### src/rtl/skid_pipestage_pkg.sv
// Shared types for skid_pipestage: stage state encoding and occupancy width.
// The state value doubles as the entry count driven on occupancy.
package skid_pipestage_pkg;

   localparam int unsigned OCC_W = 2;

   typedef enum logic [OCC_W-1:0] {
      EMPTY = 2'd0,
      BUSY  = 2'd1,
      FULL  = 2'd2
   } stage_state_t;

   function automatic logic [OCC_W-1:0] occ_of(input stage_state_t s);
      logic [OCC_W-1:0] n;
      n = '0;
      case (s)
         EMPTY:   n = 2'd0;
         BUSY:    n = 2'd1;
         FULL:    n = 2'd2;
         default: n = 2'd0;
      endcase
      return n;
   endfunction

endpackage

### src/rtl/skid_pipestage_flopenrc.sv
// flopenrc: enabled data register with synchronous reset and synchronous clear.
module flopenrc #(
   parameter int unsigned WIDTH = 8
) (
   input  logic             clk,
   input  logic             reset,
   input  logic             clear,
   input  logic             en,
   input  logic [WIDTH-1:0] d,
   output logic [WIDTH-1:0] q
);

   always_ff @(posedge clk) begin
      if (reset || clear) begin
         q <= '0;
      end else if (en) begin
         q <= d;
      end
   end

endmodule

### src/rtl/skid_pipestage.sv
// skid_pipestage: flushable valid/ready register stage. With SKID_PIPESTAGE_SKID_EN
// defined a skid register gives a registered in_ready; otherwise it is a single entry.
module skid_pipestage
   import skid_pipestage_pkg::*;
#(
   parameter int unsigned WIDTH = 8
) (
   input  logic             clk,
   input  logic             reset,
   input  logic             clear,
   input  logic             in_valid,
   output logic             in_ready,
   input  logic [WIDTH-1:0] in_data,
   output logic             out_valid,
   input  logic             out_ready,
   output logic [WIDTH-1:0] out_data,
   output logic [OCC_W-1:0] occupancy
);

   stage_state_t     state;
   stage_state_t     state_next;
   logic             in_fire;
   logic             out_fire;
   logic             main_en;
   logic [WIDTH-1:0] main_d;

   assign in_fire  = in_valid & in_ready;
   assign out_fire = out_valid & out_ready;

   always_ff @(posedge clk) begin
      if (reset || clear) begin
         state <= EMPTY;
      end else begin
         state <= state_next;
      end
   end

   flopenrc #(.WIDTH(WIDTH)) u_main (
      .clk   (clk),
      .reset (reset),
      .clear (clear),
      .en    (main_en),
      .d     (main_d),
      .q     (out_data)
   );

`ifdef SKID_PIPESTAGE_SKID_EN

   logic             skid_en;
   logic [WIDTH-1:0] skid_q;

   flopenrc #(.WIDTH(WIDTH)) u_skid (
      .clk   (clk),
      .reset (reset),
      .clear (clear),
      .en    (skid_en),
      .d     (in_data),
      .q     (skid_q)
   );

   always_comb begin
      state_next = state;
      case (state)
         EMPTY:   if (in_fire) state_next = BUSY;
         BUSY: begin
            if (in_fire && !out_fire) begin
               state_next = FULL;
            end else if (!in_fire && out_fire) begin
               state_next = EMPTY;
            end
         end
         FULL:    if (out_fire) state_next = BUSY;
         default: state_next = EMPTY;
      endcase
   end

   // Head refills from skid when FULL drains; otherwise it loads straight from upstream.
   always_comb begin
      main_en = 1'b0;
      main_d  = in_data;
      skid_en = 1'b0;
      case (state)
         EMPTY: main_en = in_fire;
         BUSY: begin
            main_en = in_fire & out_fire;
            skid_en = in_fire & ~out_fire;
         end
         FULL: begin
            main_en = out_fire;
            main_d  = skid_q;
         end
         default: main_en = 1'b0;
      endcase
   end

   always_comb begin
      out_valid = (state != EMPTY);
      in_ready  = (state != FULL) & ~reset;
      occupancy = occ_of(state);
   end

`else

   always_comb begin
      state_next = state;
      case (state)
         EMPTY:   if (in_fire) state_next = BUSY;
         BUSY:    if (out_fire && !in_fire) state_next = EMPTY;
         default: state_next = EMPTY;
      endcase
   end

   // Without skid storage an upstream transfer in BUSY implies a downstream one.
   always_comb begin
      main_en = in_fire;
      main_d  = in_data;
   end

   always_comb begin
      out_valid = (state != EMPTY);
      in_ready  = (~out_valid | out_ready) & ~reset;
      occupancy = occ_of(state);
   end

`endif

endmodule

### config.mk
export PLATFORM = sky130hd
export DESIGN_NAME = skid_pipestage
export DESIGN_NICKNAME = d
export VERILOG_FILES = /design/src/rtl/skid_pipestage_pkg.sv /design/src/rtl/skid_pipestage_flopenrc.sv /design/src/rtl/skid_pipestage.sv
export SDC_FILE = /design/constraint.sdc
export NUM_CORES = 1
export LEC_CHECK = 0
export BUFFER_PORTS_ARGS = -buffer_cell sky130_fd_sc_hd__buf_2
export CAP_MARGIN = 5
export CORE_AREA = 2 2 39 41
export DETAILED_ROUTE_END_ITERATION = 12
export DIE_AREA = 0 0 41 43
export GPL_ROUTABILITY_DRIVEN = 0
export SYNTH_ARGS = -nofsm -noshare
export SYNTH_HDL_FRONTEND = slang
export SYNTH_SLANG_ARGS = --single-unit
### constraint.sdc
create_clock -name clk -period 1.8 [get_ports clk]
set_input_delay 0.36 -clock clk [delete_from_list [all_inputs] [get_ports clk]]
set_output_delay 0.36 -clock clk [all_outputs]
set_load 0.05 [all_outputs]
* Word-level counts from Yosys, hierarchy flattened
Cells that the tools add are included.
Operators by class: add/subtract/negate cells 0, $mul 0, divide/modulo/power cells 0, magnitude comparators 0, equal/unequal tests 4, shift operators 0, multiplexer cells 4, bitwise gates (word level) 6, reduce and logical (&&, ||, !) cells 6
Operator list (number):
- $pmux 2 s2 | 2
- $mux 2 | 2
- $ne 2x2->1 const B | 2
- $and 1x1->1 | 3
- $eq 2x1->1 const B | 1
- $eq 2x2->1 const B | 1
- $logic_not 2->1 | 1
- $not 1->1 | 2
- $reduce_and 2->1 | 1
- $reduce_bool 2->1 | 1
- $logic_and 1x1->1 | 1
- $logic_not 1->1 | 1
- $logic_or 1x1->1 | 1
- $or 1x1->1 | 1
Storage, ports and cells: flip-flop bits (word level) 10, latch bits 0, memory bits (writable) 0, bits in read-only memories 0, input bits 13, output and inout port bits 12, word-level logic and storage cells 22, memories kept 0

* Logic depth before layout (Yosys ltp)
depth after elaboration 9, mapped depth 4, mapped depth without buffers 3

* By module
A second synthesis with hierarchy kept.
Unflattened totals: cell total of the unflattened synthesis 36, area, all modules 375.4 sq um
By module, submodules not included:
- flopenrc | instances 1, cells an instance 27, area each 295.3 sq um, seq. area each 160.2 sq um
- skid_pipestage | instances 1, cells an instance 9, area each 80.1 sq um, seq. area each 20.0 sq um

* Worst setup path after synthesis
Ideal clock, no wire load.
kind flip-flop to output port, start register state[0], end output in_ready, arrival 1321 ps, data required time 1440 ps, path slack 119 ps, cell stages (with the launch flop) 3, path buffers 0, cell sequence dfxtp_1 > nor2b_4 > nor2_1
On the way: word-level cells in the longest chain between the ends 4
Ends and longest elaborated chain:
- start: declaration | RTL line skid_pipestage.sv:20 | stage_state_t state;
- start signal: assignment | RTL line skid_pipestage.sv:34 | state <= state_next;
- $reduce_bool 2->1 | RTL line skid_pipestage.sv:120 | out_valid = (state != EMPTY);
- $not 1->1 | RTL line skid_pipestage.sv:121 | in_ready = (~out_valid | out_ready) & ~reset;
- $or 1x1->1 | RTL line skid_pipestage.sv:121
- $and 1x1->1 | RTL line skid_pipestage.sv:121
- end: declaration | RTL line skid_pipestage.sv:12 | output logic in_ready,
No other way between the ends.

* Worst setup path in the final report
Ends and elaborated chain as after synthesis.

==> results_dict.tcl <==
set metrics [dict create \
    status "finished, final reports clean" \
    synth.most_common_cell "nand2_1" \
    yosys-top-cells-count "nand2_1 (16), dfxtp_1 (9), mux2i_1 (8)" \
    synth_area_leaders "dfxtp_1 (46%), mux2i_1 (20%), nand2_1 (15%)" \
    cts_setup_buffers 0 \
    antennaDiodeCount 0 \
    synth_cells 43 \
    rows 14 \
    syn-num-nets 56 \
    die_area_mm2 0.00176 \
    drive_gt1_frac 0.448 \
    hold_buffers 0 \
    grtUsageTotal 0.102 \
    max_freq_ghz 0.719 \
    clk_path_buf_depth 2 \
    final_nets 81 \
    setup_viol 0 \
    cp_data_arrival_time_ns 1.03 \
    cts_tree "done" \
    ctsRootBufferMaster "clkbuf_4" \
    grt_antenna_before_repair 0 \
    skew_ns 0.00339 \
    grt_max_degree 11 \
    finalMaxSlewViolations 0 \
    fin_crit_sh 0.773 \
    numCtsBuffers 3 \
    die_w_um 41 \
    yosysSeqAreaShare 0.456 \
    synth_edf_count 0 \
    hold_depth 2 \
    startpoint "state[0]$_SDFFE_PP0P_" \
    min-delay-path-class "in -> reg" \
    vias 338 \
    min_period_ns 1.39 \
    ys_ff_latch 9 \
    rsz0062_at_grt "no" \
    cp-start-kind "register" \
    synth.avg_cell_area_um2 9.19 \
    drtAntennaViolNets 0 \
    final_cells 83 \
    wire_per_inst_um 9.13 \
    holdWs_ns 0.337 \
    end_kind "primary output" \
    clk_pin_slew_worst_paths_ns 0.06 \
    die_y_um 43 \
    cp.required_ns 1.44 \
    crit_fanout 3 \
    dp_hpwl_um 596 \
    p_leak_nw 0.295 \
    drtIter0Drc 0 \
    grt_pass1_wl_mm 1.17 \
    cts_resized 0 \
    fin_tns_setup_ns 0 \
    fillerInstances 151 \
    drc 0 \
    final_core_util 0.386 \
    cap_viol_max_count 0 \
    critPathCapture "in_ready" \
    path_class "reg -> out" \
    async_reset_ff_frac 0 \
    reg2reg_depth 3 \
    r2r_setup_slack_ns 0.49 \
    hold_start "in_valid" \
    clkSinkCount 9 \
    syn_area_um2 395 \
    p_total_w 0.000438 \
    ir_drop_v 0.000316 \
    rr_endpoint "u_main.q[0]$_SDFFE_PP0P_" \
    port_buffers 23 \
    power_density_mw_per_mm2 819 \
    grt_pass1_vias 305 \
    wl_um 758 \
    start_util 0.286 \
    coreArea_mm2 0.00138 \
    hold_violations 0 \
    pin_count 25 \
    yosys.area.top_type "dfxtp_1" \
    clk_latency_ns 0.26 \
    ys_types 12 \
    viasPerCell 4.07 \
    yosysWarningCount 0 \
    cts-htree-levels 1 \
    dp_cells 79 \
    grt_overflow 0 \
    netlist.area_leader.share 0.456 \
    dr.pass1.iters 1 \
    regToRegStartpoint "state[0]$_SDFFE_PP0P_" \
    area_delta_synth_final_pct 35.1 \
    synthFlopType "dfxtp_1" \
]
## flip-flops by register name, summed over array words and instances (netlist names)
name,cells
u_main.q,8
state,1
## cells in the final DEF, fill, tap and decap left out, drive strengths merged
| cell type | instances |
|---|---|
| buf | 24 |
| nand2 | 16 |
| dfxtp | 9 |
| mux2i | 8 |
| clkbuf | 3 |
| nor2 | 2 |
| nor2b | 1 |
| or3b | 1 |
| o21a | 1 |
| conb | 1 |
| clkinv | 1 |
## final cells by class
cell class / instances / area [um^2] / share of cell area
clock buffers: 3 / 22.5 / 0.0422
well taps: 16 / 20.0 / 0.0375
flip-flops and latches: 9 / 180 / 0.337
repair buffers: 24 / 123 / 0.230
clock inverters: 1 / 5.00 / 0.00937
multi-input cells: 30 / 184 / 0.344
## worst max-delay path, stage by stage, from the launching register on
cell     delay [ns]
dfxtp_1        0.32
nor2b_4        0.13
nor2_1         0.07
buf_2          0.26
## power breakdown
| part | switching [W] | internal [W] | leakage [nW] | total (W) |
|---|---|---|---|---|
| logic | 0.0000516 | 0.0000257 | 0.204 | 0.0000773 |
| registers | 0.00000238 | 0.000204 | 0.0730 | 0.000207 |
| clock network | 0.0000719 | 0.0000819 | 0.0177 | 0.000154 |
## how the worst min path moves through the flow
| stage | endpoint | slack (ns) |
|---|---|---|
| after detailed placement | u_main.q[5]$_SDFFE_PP0P_ | 0.45 |
| after floorplan | state[0]$_SDFFE_PP0P_ | 0.48 |
| after global routing | state[0]$_SDFFE_PP0P_ | 0.33 |
| after CTS | state[0]$_SDFFE_PP0P_ | 0.33 |
| after global placement | u_main.q[1]$_SDFFE_PP0P_ | 0.44 |
| final | state[0]$_SDFFE_PP0P_ | 0.34 |
## metal layers
layer | vias to the layer above | GRT usage | wire, um
met2 | 13 | 0.144 | 325
met4 | 0 | 0.0800 | 14
met5 | - | 0 | 0
met3 | 2 | 0.0314 | 62
met1 | 140 | 0.119 | 354
li1 | 183 | - | -
## cell families (layout without fill, tap and decap cells)
logic type | count (synthesis) | after routing | share of synthesized area
AND/OR/NAND/NOR | 20 | 20 | 0.234
flip-flops | 9 | 9 | 0.456
multiplexers | 8 | 8 | 0.203
buffers and inverters | 4 | 28 | 0.0791
other | 1 | 1 | 0.00948
AO/OA/AOI/OAI | 1 | 1 | 0.0190
## per-stage QoR
stage	cell area [um^2]	worst slack (ns)
floorplan	395	0.119
detailed placement	507	0.415
global placement	507	0.422
finish	534	0.409
global route	534	0.326
CTS	534	0.391
Note: power is estimated with default switching activity, not from simulation.
